$ cat config.mk
export PLATFORM = sky130hd
export DESIGN_NAME = de_selector_scan
export DESIGN_NICKNAME = d
export VERILOG_FILES = /design/src/rtl/de_selector_scan.sv
export SDC_FILE = /design/constraint.sdc
export NUM_CORES = 1
export LEC_CHECK = 0
export BUFFER_PORTS_ARGS = -buffer_cell sky130_fd_sc_hd__clkbuf_2
export CORE_AREA = 2 2 39 41
export CTS_BUF_LIST = sky130_fd_sc_hd__clkbuf_4 sky130_fd_sc_hd__clkbuf_8
export DETAILED_ROUTE_END_ITERATION = 10
export DIE_AREA = 0 0 41 43
export GPL_TIMING_DRIVEN = 0
export SETUP_SLACK_MARGIN = 0.05
export SLEW_MARGIN = 25
export SYNTH_ARGS = -nofsm -noshare
export SYNTH_HDL_FRONTEND = slang
export SYNTH_SLANG_ARGS = --single-unit
$ cat constraint.sdc
create_clock -name iClk -period 3.25 [get_ports iClk]
set_input_delay 0.1625 -clock iClk [delete_from_list [all_inputs] [get_ports iClk]]
set_output_delay 0.1625 -clock iClk [all_outputs]
set_load 0.05 [all_outputs]
$ cat src/rtl/de_selector_scan.sv
// Registered 1-to-2**SEL_W demultiplexer with active-low outputs.
// Selection comes from iS in manual mode or from a prescaled rotating counter in auto mode.
module de_selector_scan #(
    parameter int SEL_W = 2,
    parameter int DIV   = 4
) (
    input  logic                  iClk,
    input  logic                  iRst_n,
    input  logic                  iC,
    input  logic                  iMode,
    input  logic [SEL_W-1:0]      iS,
    input  logic                  iHold,
    output logic [2**SEL_W-1:0]   oZ,
    output logic [SEL_W-1:0]      oSel,
    output logic                  oWrap
);

    localparam int N  = 2 ** SEL_W;
    localparam int PW = (DIV > 1) ? $clog2(DIV) : 1;
    localparam logic [PW-1:0] PRESC_LAST = PW'(DIV - 1);

    logic [SEL_W-1:0] sel_q, sel_d;
    logic [PW-1:0]    presc_q, presc_d;
    logic             wrap_d;
    logic [N-1:0]     z_d;

    always_comb begin
        // NOTE: every variable gets a default first so no path leaves it unassigned (no latch).
        sel_d   = sel_q;
        presc_d = presc_q;
        wrap_d  = 1'b0;

        if (!iMode) begin
            sel_d   = iS;
            presc_d = '0;
        end else if (!iHold) begin
            if (presc_q == PRESC_LAST) begin
                presc_d = '0;
                sel_d   = sel_q + SEL_W'(1);
                wrap_d  = &sel_q;
            end else begin
                presc_d = presc_q + PW'(1);
            end
        end

        // Enable gating acts on the next-state select, so it is never frozen by iHold.
        z_d = '1;
        if (!iC) begin
            z_d[sel_d] = 1'b0;
        end
    end

    always_ff @(posedge iClk) begin
        // NOTE: sequential state uses non-blocking assignments so all flops update together.
        if (!iRst_n) begin
            sel_q   <= '0;
            presc_q <= '0;
            oZ      <= '1;
            oWrap   <= 1'b0;
        end else begin
            sel_q   <= sel_d;
            presc_q <= presc_d;
            oZ      <= z_d;
            oWrap   <= wrap_d;
        end
    end

    assign oSel = sel_q;

endmodule

### Word-level counts from Yosys, hierarchy flattened

Index checks and enable logic that the tools add are counted.

| storage, ports and cells | value |
|---|---|
| bits in writable memories | 0 |
| latch bits | 0 |
| flip-flop bits (word level) | 9 |
| logic and storage cells | 24 |
| output and inout bits | 7 |
| input port bits | 7 |
| memories kept | 0 |
| ROM bits | 0 |

| operators by class | value |
|---|---|
| multiply operators | 0 |
| reductions and logical operators | 5 |
| bitwise gates (word level) | 4 |
| muxes and demuxes | 6 |
| shift operators | 0 |
| equal/unequal tests | 1 |
| $add $sub $neg | 2 |
| order comparisons | 2 |
| divide/modulo/power cells | 0 |

Operator list:

| kind | count |
|---|---|
| $mux 2 | 4 |
| $add 2x1->2 const B | 2 |
| $not 4->4 | 1 |
| $reduce_and 2->1 | 2 |
| $reduce_or 4->1 | 1 |
| $lt 2x3->1 const B | 1 |
| $not 1->1 | 3 |
| $demux 1 s2 | 1 |
| $eq 2x2->1 const B | 1 |
| $ge 2x1->1 const B | 1 |
| $reduce_or 2->1 | 1 |
| $logic_and 1x1->1 | 1 |
| $mux 1 | 1 |

### Depth between registers and ports, before layout

Gate-level depths: netlist of the first run.

| logic depth | value |
|---|---|
| depth in word-level cells | 9 |
| depth in mapped cells | 4 |
| mapped depth without buffers | 4 |

### Worst setup path before layout of the first run

OpenSTA, ideal clock, no wires.

| timing path | value |
|---|---|
| path kind | reg2reg |
| from | register sel_q[0] (netlist: oSel[0]) |
| to | register oZ[2] |
| arrival time | 1.551 ns |
| setup time | 0.134 ns |
| path buffers | 0 |
| required time | 3.116 ns |
| period minus slack after synthesis | 1.685 ns |
| stages on the path, launching flop included | 5 |
| slack | 1.565 ns |
| path through | dfxtp_1 > ha_1 > nand3b_1 > o211a_1 > or4_1 |

| between the ends | value |
|---|---|
| cells in the longest elaborated chain, start to end | 9 |
| elaborated cells between the ends (all ways) | 10 |
| those cells by class | add/sub: 1; order compare: 2; mux: 5; bitwise: 1; reduce/logical: 1 |

RTL lines:

| item | RTL line | RTL |
|---|---|---|
| start, declared | 22 | `logic [SEL_W-1:0] sel_q, sel_d;` |
| start signal, assigned | 61 | `sel_q <= sel_d;` |
| $add 2x1->2 | 39 | `sel_d = sel_q + SEL_W'(1);` |
| $mux 2 | 37 | `if (presc_q == PRESC_LAST) begin` |
| $mux 2 * | 36 | `end else if (!iHold) begin` |
| $mux 2 * | 33 | `if (!iMode) begin` |
| $lt 2x3->1 (not written as such) or $ge 2x1->1 (tied branches) | 49 | `z_d[sel_d] = 1'b0;` |
| $logic_and 1x1->1 (not written as such) | 49 |  |
| $mux 1 (not written as such) | 49 |  |
| $demux 1 s2 * | 49 |  |
| $not 4->4 (no source line) * | - |  |
| end signal, assigned | 63 | `oZ <= z_d;` |
| end, declared | 13 | `output logic [2**SEL_W-1:0] oZ,` |

Mark *: on every way between the ends. The rest lies on a longest branch, timed or not.
A chain may end at the register's enable or synchronous reset.

### Worst setup path after layout of the first run

| timing path | value |
|---|---|
| from | register presc_q[0] |
| to | register oZ[2] |

| between the ends | value |
|---|---|
| cells in the longest elaborated chain, start to end | 9 |
| elaborated cells between the ends (all ways) | 10 |
| those cells by class | order compare: 2; eq/ne: 1; mux: 5; bitwise: 1; reduce/logical: 1 |

RTL lines:

| item | RTL line | RTL |
|---|---|---|
| start, declared | 23 | `logic [PW-1:0] presc_q, presc_d;` |
| start signal, assigned | 62 | `presc_q <= presc_d;` |
| $eq 2x2->1 * | 37 |  |
| $mux 2 * | 37 |  |
| $mux 2 * | 36 |  |
| $mux 2 * | 33 |  |
| $lt 2x3->1 (not written as such) or $ge 2x1->1 (tied branches) | 49 |  |
| $logic_and 1x1->1 (not written as such) | 49 |  |
| $mux 1 (not written as such) | 49 |  |
| $demux 1 s2 * | 49 |  |
| $not 4->4 (no source line) * | - |  |

Marked as above.

==> flow_metrics.env, run 1 <==
export IMPL_die_h_um=43
export IMPL_fin_setup_tns_ns=0
export IMPL_portBuffers=13
export IMPL_die_w_um=41
export IMPL_rsz0062_at_grt="false"
export IMPL_ff2ff_path_depth=4
export IMPL_ant_nets=0
export IMPL_syn_num_nets=50
export IMPL_area_growth_pct=29.02
export IMPL_slowest_stage="or4_1"
export IMPL_crit_type="flip-flop to flip-flop"
export IMPL_max_slew_worst_pin_slew_ns=0.2731
export IMPL_cts_root_buf="clkbuf_4"
export IMPL_relSlewSlack=0.8179
export IMPL_async_reset_ff_frac=0
export IMPL_power_leakage_uw=0.0002461
export IMPL_start_util=0.2866
export IMPL_ys_seq_area_frac=0.4543
export IMPL_rows=14
export IMPL_yosys_top_cells_area="dfxtp_1 45%, ha_1 9.5%, nor2_1 3.8%, o211ai_1 3.8%, o221ai_2 3.8%"
export IMPL_cts_tree="yes"
export IMPL_power_density_nw_per_um2=479.3
export IMPL_arrival_ns=1.70
export IMPL_vias=350
export IMPL_insertion_delay_ns=0.25
export IMPL_yosys_cell_types_count=21
export IMPL_cap_viol_max_count=0
export IMPL_seq_area_um2=180.2
export IMPL_synth_warnings=0
export IMPL_synth_seq_cells=9
export IMPL_antennaDiodeCount=0
export IMPL_multi_input_area_um2=205.2
export IMPL_worstSetupEndpointType="flip-flop"
export IMPL_die_area_um2=1763
export IMPL_max_freq_ghz=0.6391
export IMPL_io_pins=14
export IMPL_nNetsFinal=68
export IMPL_cpPeakStageDelay_ns=0.49
export IMPL_worstHoldPathCells=3
export IMPL_critPathLaunch="presc_q[0]$_SDFFE_PN0N_"
export IMPL_finalHoldViolations=0
export IMPL_r2r_start="presc_q[0]$_SDFFE_PN0N_"
export IMPL_setup_worst_path_end="oZ[2]$_SDFF_PP1_"
export IMPL_fin_skew_ns=0.001951
export IMPL_cts_resized=0
export IMPL_wl_per_cell_um=9.452
export IMPL_synth_edf_count=0
export IMPL_cts_htree_levels=1
export IMPL_irDropWorstVdd_uv=116.1
export IMPL_num_fill_cells=144
export IMPL_path_max_fanout=4
export IMPL_hpwl_um=567.1
export IMPL_cts_buffer_depth=2
export IMPL_grt_overflow=0
export IMPL_worst_setup_path_start_kind="flip-flop"
export IMPL_synth_top_area_frac=0.4543
export IMPL_status="complete, no violations"
export IMPL_syn_area_um2=396.6
export IMPL_hold_class="input port to flip-flop"
export IMPL_antenna_found_initial=0
export IMPL_design_core_area_um2=1384
export IMPL_clk_transition_reported_paths_ns=0.06
export IMPL_grt_max_degree=8
export IMPL_rrSetupSlack_ns=1.69
export IMPL_synthCells=40
export IMPL_post_cts_buffers=0
export IMPL_via_per_inst=4.795
export IMPL_worstReg2RegEnd="oZ[2]$_SDFF_PP1_"
export IMPL_yosys_area_top_type="dfxtp_1"
export IMPL_wl_um=690
export IMPL_ctsHoldBuffers=0
export IMPL_post_route_drc_count=0
export IMPL_first_pass_iters=2
export IMPL_crit_required_ns=3.38
export IMPL_cts_sinks=9
export IMPL_crit_chain="ha_1 -> nor2b_1 -> o211a_1 -> or4_1"
export IMPL_period_needed_ns=1.565
export IMPL_grt_pass1_wl_um=1021
export IMPL_syn_area_per_cell_um2=9.916
export IMPL_drive_above_1_share=0.3333
export IMPL_gp_congestion=0.6420
export IMPL_yosys_most_used_dff="dfxtp_1"
export IMPL_synthTopCellsByCount="9 x dfxtp_1, 4 x nor2_1, 3 x ha_1, 3 x inv_1, 3 x nand2_1"
export IMPL_period_share=0.4814
export IMPL_cts_buffers=3
export IMPL_slew_viol_final=0
export IMPL_post_synth_top_count_cell="dfxtp_1"
export IMPL_final_util=0.3698
export IMPL_grt_use_total=0.09027
export IMPL_grt_pass1_vias=272
export IMPL_setup_viol=0
export IMPL_drt_initial_drc_count=6
-- per-stage QoR --
step,area (um^2),hold WS [ns],power (uW),std cells,setup WS (ns)
final,511.7,0.1414,245.3,73,1.685
after global routing,511.7,0.1634,260.0,73,1.635
after CTS,511.7,0.1423,248.7,73,1.685
after detailed placement,481.7,0.4066,154.4,69,1.701
after global placement,481.7,0.4100,154.0,69,1.700
after floorplan,396.6,0.2842,142.9,40,1.565
-- cell usage in the layout (no fill, tap or decap) --
cell type  netlist  layout
a211o_1          1       1
a21oi_1          1       1
and2_1           1       1
and2b_2          1       1
and3_1           1       1
clkbuf_2         0      13
clkbuf_4         0       4
dfxtp_1          9       9
ha_1             3       3
inv_1            3       3
mux2i_1          1       1
nand2_1          3       3
nand2b_1         1       1
nand3b_1         1       1
nand4_1          1       1
nand4bb_1        1       1
nor2_1           4       4
nor2b_1          2       2
nor3_1           1       1
o211a_1          1       1
o211ai_1         2       2
o221ai_2         1       1
or4_1            1       1
-- report_power, final --
| part | switching, uW | internal (uW) |
|---|---|---|
| Clock | 37.9 | 55.6 |
| Combinational | 23.1 | 11.9 |
| Sequential | 2.51 | 114 |
-- per-layer routing --
layer | GRT usage | share of wire | vias to the layer above
li1 | - | - | 176
met4 | 0.08000 | 0.020 | 0
met5 | 0 | 0 | -
met1 | 0.09615 | 0.46 | 164
met2 | 0.1219 | 0.47 | 8
met3 | 0.04712 | 0.048 | 2
-- sequential cells by signal, indices dropped and copies added, names as in the netlist --
signal / flops
oZ: 4
oSel: 2
presc_q: 2
oWrap: 1
-- worst max-delay path, delay by kind of cell (launching register included) --
kind	cells	cell delay [ns]
adders and majority gates	1	0.23
AOI/OAI and AO/OA	1	0.22
DFF	1	0.34
and+or+nand+nor	2	0.65
-- final cells by class --
type,count,share of cell area
timing repair buffer,13,0.1271
tap,16,0.03912
multi-input combinational,28,0.4010
inverter,3,0.02200
clock buffer,4,0.05868
sequential,9,0.3521
-- how the worst min path moves through the flow --
stage | from | endpoint | slack [ns]
floorplan | iRst_n | oSel[0]$_SDFF_PN0_ | 0.28
global placement | iC | oZ[3]$_SDFF_PP1_ | 0.41
detailed placement | iC | oZ[3]$_SDFF_PP1_ | 0.41
CTS | iC | oZ[3]$_SDFF_PP1_ | 0.14
global route | iC | oZ[1]$_SDFF_PP1_ | 0.16
finish | iC | oZ[1]$_SDFF_PP1_ | 0.14
-- cells by family (layout without fill, tap and decap cells) --
logic type / after synthesis / after routing / share of synthesized area
compound gates: 6 / 6 / 0.1356
buf+inv: 3 / 20 / 0.02839
flops: 9 / 9 / 0.4543
fa+ha+maj: 3 / 3 / 0.09465
simple gates: 18 / 18 / 0.2619
mux: 1 / 1 / 0.02524
No activity file was read; power rests on OpenSTA's default activity.
==> run 2, diff against run 1 <==
--- a/config.mk
+++ b/config.mk
@@ -5,6 +5,7 @@
 export SDC_FILE = /design/constraint.sdc
 export NUM_CORES = 1
 export LEC_CHECK = 0
+export ABC_AREA = 1
 export BUFFER_PORTS_ARGS = -buffer_cell sky130_fd_sc_hd__clkbuf_2
 export CORE_AREA = 2 2 39 41
 export CTS_BUF_LIST = sky130_fd_sc_hd__clkbuf_4 sky130_fd_sc_hd__clkbuf_8
==> constraint.sdc (replaced) <==
create_clock -name iClk -period 1.65 [get_ports iClk]
set_input_delay 0.0825 -clock iClk [delete_from_list [all_inputs] [get_ports iClk]]
set_output_delay 0.0825 -clock iClk [all_outputs]
set_load 0.05 [all_outputs]
==> run 2 against run 1 <==
Clock power increased by 100%. Area after synthesis increased by 3.2%. Cell count increased by 22%. Sequential power increased by 97%. Non-clock buffer count unchanged. Global-route usage increased by 1.1 points. Synthesized cell count increased by 40%. Register-to-register slack got worse by 1.2 ns. Largest cell class unchanged. Sequential share of layout area decreased by 0.84 points. Maximum frequency increased by 37%. Critical path type unchanged.
==> flow_metrics.env, run 2 <==
export IMPL_status="complete, no violations"
export IMPL_largest_reg_flops=4
export IMPL_hold_class="input port to flip-flop"
export IMPL_cpPeakStageDelay_ns=0.38
export IMPL_fin_setup_tns_ns=0
export IMPL_slowest_stage="dfxtp_1"
export IMPL_crit_chain="ha_1 -> nand2_2 -> nand2_1 -> nand3_1 -> nand2_1 -> nand3_1"
export IMPL_post_cts_buffers=0
export IMPL_synth_warnings=0
export IMPL_rows=14
export IMPL_via_per_inst=4.180
export IMPL_wl_um=735
export IMPL_synthTopCellsByCount="15 x nand2_1, 10 x nand3_1, 9 x dfxtp_1, 6 x inv_1, 5 x nor2_1"
export IMPL_cts_tree="yes"
export IMPL_rrSetupSlack_ns=0.51
export IMPL_yosys_top_cells_area="dfxtp_1 44%, nand2_1 14%, nand3_1 12%, ha_1 9.2%, inv_1 5.5%"
export IMPL_design_core_area_um2=1384
export IMPL_period_share=0.6905
export IMPL_power_density_nw_per_um2=944.7
export IMPL_ys_seq_area_frac=0.4404
export IMPL_cts_sinks=9
export IMPL_ctsHoldBuffers=0
export IMPL_yosys_most_used_dff="dfxtp_1"
export IMPL_drive_above_1_share=0.2877
export IMPL_cts_buffer_depth=2
export IMPL_grt_use_total=0.1015
export IMPL_max_slew_worst_pin_slew_ns=0.2768
export IMPL_post_route_drc_count=0
export IMPL_syn_num_nets=66
export IMPL_cap_viol_max_count=0
export IMPL_drt_initial_drc_count=7
export IMPL_insertion_delay_ns=0.26
export IMPL_yosys_cell_types_count=12
export IMPL_hpwl_um=588.1
export IMPL_final_common_cell="nand2_1"
export IMPL_ant_nets=0
export IMPL_finalHoldViolations=0
export IMPL_crit_buf_inv=0
export IMPL_final_util=0.3788
export IMPL_cts_buffers=3
export IMPL_max_freq_ghz=0.8778
export IMPL_synth_seq_cells=9
export IMPL_first_pass_iters=4
export IMPL_period_needed_ns=1.139
export IMPL_regMostFlops="oZ"
export IMPL_slew_viol_final=0
export IMPL_async_reset_ff_frac=0
export IMPL_wl_per_cell_um=8.258
export IMPL_critPathTopFamily="simple AND/OR/NAND/NOR gates"
export IMPL_relSlewSlack=0.8162
export IMPL_irDropWorstVdd_uv=420.2
export IMPL_layout_common_cells="15 x nand2_1, 13 x clkbuf_2, 10 x nand3_1"
export IMPL_crit_type="flip-flop to flip-flop"
export IMPL_synth_top_area_frac=0.4404
export IMPL_crit_required_ns=1.79
export IMPL_synthCells=56
export IMPL_die_w_um=41
export IMPL_clk_transition_reported_paths_ns=0.06
export IMPL_power_leakage_uw=0.0002773
export IMPL_antennaDiodeCount=0
export IMPL_cts_resized=0
export IMPL_io_pins=14
export IMPL_grt_max_degree=9
export IMPL_grt_pass1_vias=312
export IMPL_synth_edf_count=0
export IMPL_path_max_fanout=4
export IMPL_nNetsFinal=84
export IMPL_gp_congestion=0.7186
export IMPL_cts_root_buf="clkbuf_4"
export IMPL_syn_area_per_cell_um2=7.306
export IMPL_cts_htree_levels=1
export IMPL_yosys_area_top_type="dfxtp_1"
export IMPL_area_growth_pct=28.13
export IMPL_arrival_ns=1.28
export IMPL_num_fill_cells=151
export IMPL_antenna_found_initial=0
export IMPL_worstSetupEndpointType="flip-flop"
export IMPL_setup_viol=0
export IMPL_grt_overflow=0
export IMPL_fin_skew_ns=0.005170
export IMPL_post_synth_top_count_cell="nand2_1"
export IMPL_grt_pass1_wl_um=1159
export IMPL_rsz0062_at_grt="false"
export IMPL_syn_area_um2=409.1
export IMPL_vias=372
export IMPL_start_util=0.2957
export IMPL_hold_slack_ns=0.07492
export IMPL_placed_area_um2=494.2
export IMPL_portBuffers=13
export IMPL_worst_setup_path_start_kind="flip-flop"
export IMPL_final_area_um2=524.3
export IMPL_die_area_um2=1763
export IMPL_die_h_um=43
==> run 2: cell count changes after synthesis, sizes merged, moves of 2 or more <==
cell    change
o211ai      -2
inv         +4
nand3      +10
or2         +2
nand2      +14
nor2b       -2
==> run 2: layout make-up <==
class / instances / area, um^2 / share of cell area
Timing Repair Buffer: 13 / 65.06 / 0.1241
Tap cell: 16 / 20.02 / 0.03819
Sequential cell: 9 / 180.2 / 0.3437
Clock buffer: 4 / 30.03 / 0.05728
Multi-Input combinational cell: 40 / 202.7 / 0.3866
Inverter: 7 / 26.28 / 0.05012
==> run 2: path summary, 6_finish.rpt <==
kind,start,end,cells after the start
hold reg to reg,presc_q[1]$_SDFFE_PN0N_,presc_q[1]$_SDFFE_PN0N_,2
setup / recovery,presc_q[0]$_SDFFE_PN0N_,oZ[1]$_SDFF_PP1_,6
setup reg to reg,presc_q[0]$_SDFFE_PN0N_,oZ[1]$_SDFF_PP1_,6
hold / removal,iC,oZ[2]$_SDFF_PP1_,3
==> run 2: kinds of logic after synthesis <==
family	Yosys count	share of synthesized area
AOI/OAI and AO/OA	2	0.02447
adders and majority gates	3	0.09175
buffers and inverters	7	0.06421
DFF	9	0.4404
and+or+nand+nor	35	0.3792
==> run 2: tightest hold or removal path, delay by kind of cell <==
kind / cells / cell delay [ns]
buffers and inverters: 1 / 0.08
AND/OR/NAND/NOR: 2 / 0.14
==> run 2: through the flow <==
step	instances	power (uW)	setup WS [ns]
floorplan	56	288.8	0.2367
global placement	85	310.4	0.5258
detailed placement	85	311.3	0.5201
CTS	89	497.3	0.4980
global route	89	515.3	0.4054
finish	89	495.2	0.5107
==> run 2: metal layers <==
layer  up-vias  routed length (um)  global-route usage
met4         0                  25              0.1000
met5         -                   0                   0
met3         2                  26             0.03141
li1        211                   -                   -
met2         8                 335              0.1250
met1       151                 347              0.1290
==> run 2: power breakdown <==
part           internal, uW  total (uW)  switching, uW
logic                  23.2        75.6           52.4
registers               225         231           5.47
clock network           110         189           79.4
